==> config.mk <==
export PLATFORM = sky130hd
export DESIGN_NAME = vga_pixel_fetch
export DESIGN_NICKNAME = d
export VERILOG_FILES = /design/src/rtl/vga_pixel_fetch.sv
export SDC_FILE = /design/constraint.sdc
export NUM_CORES = 1
export LEC_CHECK = 0
export ABC_AREA = 0
export CORE_UTILIZATION = 30
export DETAILED_ROUTE_END_ITERATION = 7
export SETUP_SLACK_MARGIN = 0.2
export SKIP_CTS_REPAIR_TIMING = 1
export SLEW_MARGIN = 20
export SYNTH_ARGS = -nofsm -noshare
export SYNTH_HDL_FRONTEND = slang
export SYNTH_SLANG_ARGS = --single-unit
==> constraint.sdc <==
create_clock -name vgaClk -period 2.45 [get_ports vgaClk]
set_input_delay 0.49 -clock vgaClk [delete_from_list [all_inputs] [get_ports vgaClk]]
set_output_delay 0.49 -clock vgaClk [all_outputs]
set_load 0.01 [all_outputs]
==> src/rtl/vga_pixel_fetch.sv <==
// vga_pixel_fetch
//   Turns the VGA raster position into frame-buffer reads and paints the
//   returned grayscale edge magnitude on R, G and B. The stored IMG_W x IMG_H
//   frame is shown 2x upscaled. The frame buffer has two banks. The edge
//   engine writes one bank while the other is displayed. The banks swap only
//   at the start of vertical blanking, so no displayed frame mixes banks.
//
// Ports
//   vgaClk                 pixel clock; all logic runs on its rising edge
//   rstN                   synchronous active-low reset
//   hCount, vCount         raster position from the timing stage
//   hSyncIn, vSyncIn       active-low syncs from the timing stage
//   blankBIn               active-high display enable from the timing stage
//   frameDone              one-cycle pulse: the back buffer is complete
//   rdEn, rdBank, rdAddr   frame-buffer read request (data returns 1 cycle later)
//   rdData                 frame-buffer read data
//   wrBank                 bank the edge engine may write (always ~rdBank)
//   swapAck                one-cycle pulse when the banks swap
//   hSync, vSync, blankB   timing signals delayed 3 cycles to line up with pixels
//   red, green, blue       pixel colour
module vga_pixel_fetch #(
    parameter int IMG_W  = 320,
    parameter int IMG_H  = 240,
    parameter int ADDR_W = 17,
    parameter int PIX_W  = 8
) (
    input  logic              vgaClk,
    input  logic              rstN,
    input  logic [9:0]        hCount,
    input  logic [9:0]        vCount,
    input  logic              hSyncIn,
    input  logic              vSyncIn,
    input  logic              blankBIn,
    input  logic              frameDone,
    output logic              rdEn,
    output logic              rdBank,
    output logic [ADDR_W-1:0] rdAddr,
    input  logic [PIX_W-1:0]  rdData,
    output logic              wrBank,
    output logic              swapAck,
    output logic              hSync,
    output logic              vSync,
    output logic              blankB,
    output logic [7:0]        red,
    output logic [7:0]        green,
    output logic [7:0]        blue
);

    localparam logic [0:0]  S_IDLE     = 1'b0;
    localparam logic [0:0]  S_PENDING  = 1'b1;
    localparam logic [15:0] IMG_W_BITS = 16'(IMG_W);
    localparam logic [9:0]  DISP_W     = 10'(2 * IMG_W);
    localparam logic [9:0]  DISP_H     = 10'(2 * IMG_H);

    // The top 8 bits of the pixel. Narrow pixels are left-justified and
    // zero-filled. Appending a zero byte keeps the slice legal for any PIX_W.
    function automatic logic [7:0] to_rgb8(input logic [PIX_W-1:0] d);
        logic [PIX_W+7:0] t;
        t = {d, 8'h00};
        return t[PIX_W+7 -: 8];
    endfunction

    logic [8:0]        w_x;
    logic [8:0]        w_y;
    logic [ADDR_W-1:0] w_addr;
    logic              w_active;
    logic              w_swapPt;

    logic [0:0]        r_state;
    logic              r_dispBank;
    logic              r_swapAck;
    logic              r_rdEn;
    logic [ADDR_W-1:0] r_rdAddr;
    logic              r_hs_p1, r_hs_p2, r_hs_p3;
    logic              r_vs_p1, r_vs_p2, r_vs_p3;
    logic              r_bl_p1, r_bl_p2, r_bl_p3;
    logic              r_act_p1, r_act_p2;
    logic [7:0]        r_pix_p3;

    assign w_x      = hCount[9:1];
    assign w_y      = vCount[9:1];
    assign w_active = blankBIn && (hCount < DISP_W) && (vCount < DISP_H);
    // The first blanked line begins here. Nothing is being displayed, so
    // this is the point where the bank may change.
    assign w_swapPt = (hCount == 10'd0) && (vCount == DISP_H);

    // y*IMG_W as a sum of shifted copies of y, one per set bit of IMG_W.
    // For 320 this is (y<<8) + (y<<6).
    always_comb begin
        w_addr = ADDR_W'(w_x);
        for (int k = 0; k < 16; k++) begin
            if (IMG_W_BITS[k]) begin
                w_addr = w_addr + (ADDR_W'(w_y) << k);
            end
        end
    end

    // Stage 1: issue the read; start the timing delay line
    always_ff @(posedge vgaClk) begin
        if (!rstN) begin
            r_rdEn   <= 1'b0;
            r_rdAddr <= '0;
            r_act_p1 <= 1'b0;
            r_hs_p1  <= 1'b1;
            r_vs_p1  <= 1'b1;
            r_bl_p1  <= 1'b0;
        end else begin
            r_rdEn   <= w_active;
            if (w_active) begin
                r_rdAddr <= w_addr;
            end
            r_act_p1 <= w_active;
            r_hs_p1  <= hSyncIn;
            r_vs_p1  <= vSyncIn;
            r_bl_p1  <= blankBIn;
        end
    end

    // Stage 2: wait while the frame buffer returns data
    always_ff @(posedge vgaClk) begin
        if (!rstN) begin
            r_act_p2 <= 1'b0;
            r_hs_p2  <= 1'b1;
            r_vs_p2  <= 1'b1;
            r_bl_p2  <= 1'b0;
        end else begin
            r_act_p2 <= r_act_p1;
            r_hs_p2  <= r_hs_p1;
            r_vs_p2  <= r_vs_p1;
            r_bl_p2  <= r_bl_p1;
        end
    end

    // Stage 3: capture the pixel; black outside the active area
    always_ff @(posedge vgaClk) begin
        if (!rstN) begin
            r_pix_p3 <= 8'h00;
            r_hs_p3  <= 1'b1;
            r_vs_p3  <= 1'b1;
            r_bl_p3  <= 1'b0;
        end else begin
            r_pix_p3 <= r_act_p2 ? to_rgb8(rdData) : 8'h00;
            r_hs_p3  <= r_hs_p2;
            r_vs_p3  <= r_vs_p2;
            r_bl_p3  <= r_bl_p2;
        end
    end

    // Bank swap control. At most one finished frame waits for the swap point.
    // A frameDone that arrives on the swap cycle itself refers to the newly
    // written back buffer, so it re-arms the pending state.
    always_ff @(posedge vgaClk) begin
        if (!rstN) begin
            r_state    <= S_IDLE;
            r_dispBank <= 1'b0;
            r_swapAck  <= 1'b0;
        end else begin
            r_swapAck <= 1'b0;
            case (r_state)
                S_IDLE: begin
                    if (frameDone) begin
                        r_state <= S_PENDING;
                    end
                end
                S_PENDING: begin
                    if (w_swapPt) begin
                        r_dispBank <= ~r_dispBank;
                        r_swapAck  <= 1'b1;
                        r_state    <= frameDone ? S_PENDING : S_IDLE;
                    end
                end
                default: r_state <= S_IDLE;
            endcase
        end
    end

    assign rdEn    = r_rdEn;
    assign rdAddr  = r_rdAddr;
    assign rdBank  = r_dispBank;
    assign wrBank  = ~r_dispBank;
    assign swapAck = r_swapAck;
    assign hSync   = r_hs_p3;
    assign vSync   = r_vs_p3;
    assign blankB  = r_bl_p3;
    assign red     = r_pix_p3;
    assign green   = r_pix_p3;
    assign blue    = r_pix_p3;

endmodule

# After elaboration in Yosys (flattened, before gate mapping)
# Cells that the tools add are included.
totals:
  regBits: 39
  input_bits: 34
  output_inout_bits: 48
  wordCells: 34
op_classes:
  n_addsub: 2
  n_lt_le_gt_ge: 2
  n_eq_ne: 1
  n_mux: 4
  bitwise_logic: 2
  reduce_logical: 7
ops:
  columns: ["op", "n"]
  rows:
  - ["16-bit by 17-bit adder with 17-bit output", 1]
  - ["9-bit by 15-bit adder with 16-bit output", 1]
  - ["10-bit by 9-bit == test with 1-bit output, second input constant", 1]
  - ["10-bit logical NOT", 1]
  - ["10-bit < comparator, second input constant", 1]
  - ["10-bit by 9-bit < comparator with 1-bit output, second input constant", 1]
  - ["2-bit AND reduction", 3]
  - ["1-bit logical AND", 3]
  - ["1-bit 2-to-1 mux", 3]
  - ["1-bit inverter", 2]
  - ["1-bit case mux with 2 select lines", 1]

# Depth between registers and ports, before layout
depth:
  ltp_word: 4
  mapped_depth: 9
  depth_no_buf: 9

# Worst setup path after synthesis
# OpenSTA, ideal clock, no wires.
synth_timing:
  path_type: "input -> register"
  from: "in hCount[9]"
  to: "reg r_rdAddr[15] (netlist: rdAddr[15])"
  setup_time_ps: 79
  t_arrival_ps: 2290
  required_time_ps: 2371
  path_slack_ps: 81
  cell_stages: 8
  n_path_buf: 0
  cell_sequence: "inv_1 fa_1 fa_1 nand2b_1 a21oi_1 a31oi_1 o21a_1 o211ai_1"
synth_between:
  elab_chain_cells: 3
  word_cells_on_any_way: 5
  cone_classes: "add/sub: 2; order compare: 1; reduce/logical: 2"
synth_rtl:
  columns: ["element", "line", "source"]
  rows:
  - ["start, declared", "29", "input logic [9:0] hCount,"]
  - ["branches (longest 3 deep; another with 16-bit by 17-bit adder with 17-bit output)", null, null]
  - ["end signal, assigned", "110", "r_rdAddr <= w_addr;"]
  - ["end, declared", "73", "logic [ADDR_W-1:0] r_rdAddr;"]
# Parallel ways; which one is timed is not known.
# A chain may end at the register's enable or synchronous reset.

# Final worst setup path
layout_timing:
  from: "in vCount[4]"
  to: "reg r_rdAddr[15] (netlist: rdAddr[15])"
layout_between:
  elab_chain_cells: 2
  word_cells_on_any_way: 4
  cone_classes: "add/sub: 2; order compare: 1; reduce/logical: 1"
layout_rtl:
  columns: ["element", "line", "source"]
  rows:
  - ["start, declared", "30", "input logic [9:0] vCount,"]
  - ["9-bit by 15-bit adder with 16-bit output or 10-bit by 9-bit < comparator with 1-bit output (tied branches)", "93, 82", null]
  - ["16-bit by 17-bit adder with 17-bit output or 1-bit logical AND (tied branches)", "93, 82", null]
# Parallel ways exist; a longest one is shown, timed or not.

==> flow_metrics.env <==
export IMPL_hp_class="reg2reg"
export IMPL_drtIter0Drc=25
export IMPL_track_usage_pct=14.80
export IMPL_dieArea_mm2=0.006606
export IMPL_grt_pass1_wl_um=7403
export IMPL_avgSynthCellArea_um2=9.109
export IMPL_gp_congestion=0.7936
export IMPL_yosys_area_top_type_share_pct=41.41
export IMPL_min_from="r_hs_p2"
export IMPL_coreArea_mm2=0.005991
export IMPL_synth_nets=260
export IMPL_synth_cell_type_count=35
export IMPL_routed_wl_um=4654
export IMPL_cts_max_path_buffers=2
export IMPL_ant_nets=0
export IMPL_placement_io_buffers=81
export IMPL_fmaxAchievable_mhz=459.7
export IMPL_fillers=565
export IMPL_largest_reg_flops=17
export IMPL_timing_final_crit_share_pct=88.80
export IMPL_die_h_um=81.28
export IMPL_ys_ff_latch=39
export IMPL_drc_errors=0
export IMPL_syn_area_mm2=0.001886
export IMPL_end_kind="flip-flop"
export IMPL_skew_ns=0.001033
export IMPL_dp_hpwl_um=3775
export IMPL_path_cells="clkdlybuf4s50_1 > ha_1 > ha_2 > nand2b_4 > a21oi_4 > a31oi_4 > o211ai_1 > o211ai_1"
export IMPL_vias_per_cell=4.675
export IMPL_synth_edf_count=0
export IMPL_wl_per_cell_um=12.61
export IMPL_synth_ff_type="dfxtp_1"
export IMPL_powerDensity_mw_per_mm2=487.8
export IMPL_io_pins=82
export IMPL_maxSlewViolCount=0
export IMPL_die_w_um=81.28
export IMPL_cts_tree="yes"
export IMPL_start_kind="input port"
export IMPL_timing_critical_path_mode_cell="o211ai_1"
export IMPL_drive_above_1_share_pct=13.95
export IMPL_fin_ws_ns=0.2745
export IMPL_vias=1725
export IMPL_htree_levels=2
export IMPL_path_delay_family="adder cells"
export IMPL_p_leak_nw=1.278
export IMPL_grt_pass1_vias=1635
export IMPL_async_reset_ff_share_pct=0
export IMPL_syn_inst=207
export IMPL_syn_to_final_growth_pct=56.74
export IMPL_clkLatencyLatePin_ns=0.29
export IMPL_root_buffer="clkbuf_8"
export IMPL_antenna_diode_count=0
export IMPL_dr_pass1_iters=4
export IMPL_rr_startpoint="r_state"
export IMPL_cp_data_required_time_ns=2.63
export IMPL_grt_overflow_total=0
export IMPL_hold_viol_final=0
export IMPL_synth_top_area_cell="dfxtp_1"
export IMPL_fin_crit_ns=2.176
export IMPL_cts_buffers=5
export IMPL_clock_sinks=39
export IMPL_startpoint="vCount[4]"
export IMPL_antenna_found_initial=0
export IMPL_crit_buf_inv=1
export IMPL_cp_arrival_ns=2.35
export IMPL_setup_viol=0
export IMPL_nets=346
export IMPL_rsz0062_at_grt="no"
export IMPL_finalPower_w=0.001442
export IMPL_num_rows=28
export IMPL_seq_area_frac_synth_pct=41.41
export IMPL_tightest_slew_ns=0.3689
export IMPL_status="completed"
export IMPL_synthTopCellsByArea="dfxtp_1 (41%), ha_1 (11%), buf_4 (6.4%)"
export IMPL_place_ws_ns=-0.3599
export IMPL_clk_pin_slew_worst_paths_ns=0.08
export IMPL_slowest_delay_ns=0.56
export IMPL_ys_warn_count=0
export IMPL_initial_core_util_pct=31.47
export IMPL_max_cap_viol_count=0
export IMPL_relSlewSlack_pct=75.15
export IMPL_vdd_drop_max_uv=201.2
export IMPL_crit_type="in2reg"
export IMPL_crit_slowest_cell="clkdlybuf4s50_1"
export IMPL_grt_max_degree=19
export IMPL_cp_max_fo=4
==> metal layers <==
metal  vias up  global-route usage (%)  wire, um
met2        72                   26.92      2273
met3         6                   5.955       426
met1       784                   15.49      1911
met4         0                   4.286        42
met5         -                       0         0
li1        863                       -         -
==> logic make-up after synthesis <==
| family | share of synthesized area (%) |
|---|---|
| compound gates | 9.820 |
| flops | 41.41 |
| simple gates | 22.56 |
| fa+ha+maj | 13.40 |
| xor+xnor | 2.323 |
| buf+inv | 10.48 |
==> layout make-up <==
| cell class | count | area (um^2) | area share, % |
|---|---|---|---|
| Timing Repair Buffer | 103 | 991.0 | 33.53 |
| Inverter | 11 | 41.29 | 1.397 |
| Multi-Input combinational cell | 133 | 963.4 | 32.60 |
| Clock buffer | 6 | 72.57 | 2.456 |
| Tap cell | 75 | 93.84 | 3.175 |
| Clock inverter | 2 | 12.51 | 0.4234 |
| Sequential cell | 39 | 780.7 | 26.42 |
==> power by group <==
| part | switching [W] | total (W) | internal [W] |
|---|---|---|---|
| clock network | 0.000228 | 0.000427 | 0.000199 |
| logic | 0.000157 | 0.000346 | 0.000189 |
| registers | 0.0000105 | 0.000668 | 0.000658 |
| total | 0.000395 | 0.00144 | 0.00105 |
==> synth_stat cells, types with 2 or more instances <==
cell / instances
o211ai_1: 2
and3_1: 10
buf_2: 5
and2_1: 4
a21oi_1: 15
nand2b_1: 8
nand2_1: 21
xnor2_1: 2
fa_1: 2
a21o_1: 2
or4_1: 2
inv_1: 10
a31oi_1: 4
xor2_1: 3
ha_1: 17
o21ai_0: 6
buf_4: 16
dfxtp_1: 39
nand3_1: 10
nor2_1: 10
nand4_1: 3
clkbuf_1: 3
==> worst paths after layout <==
path | slack, ns | end | cells past startpoint
worst max-delay path | 0.27 | rdAddr[15] | 8
worst min-delay path | 0.41 | hSync | 1
worst max register to register | 1.68 | rdBank | 3
worst min register to register | 0.41 | hSync | 1
==> layout by cell type, fill, tap and decap left out, drive strengths merged, types with 10 or more instances in the layout <==
cell	instances
nor2	10
nand3	10
nand2	21
ha	17
dfxtp	39
a21oi	15
inv	10
and3	10
buf	22
clkdlybuf4s50	75
==> through the flow <==
step / hold WS, ns / instances / setup TNS (ns) / instance area (um^2) / utilization, %
6_report: 0.4073 / 369 / 0 / 2955 / 49.33
5_1_grt: 0.4227 / 369 / 0 / 2955 / 49.33
4_1_cts: 0.4100 / 369 / -0.1163 / 2917 / 48.68
3_5_place_dp: 0.3924 / 361 / -2.120 / 2831 / 47.26
3_3_place_gp: 0.3899 / 361 / -1.937 / 2831 / 47.26
2_1_floorplan: 0.3863 / 207 / 0 / 1918 / -
Note: power is estimated with default switching activity, not from simulation.
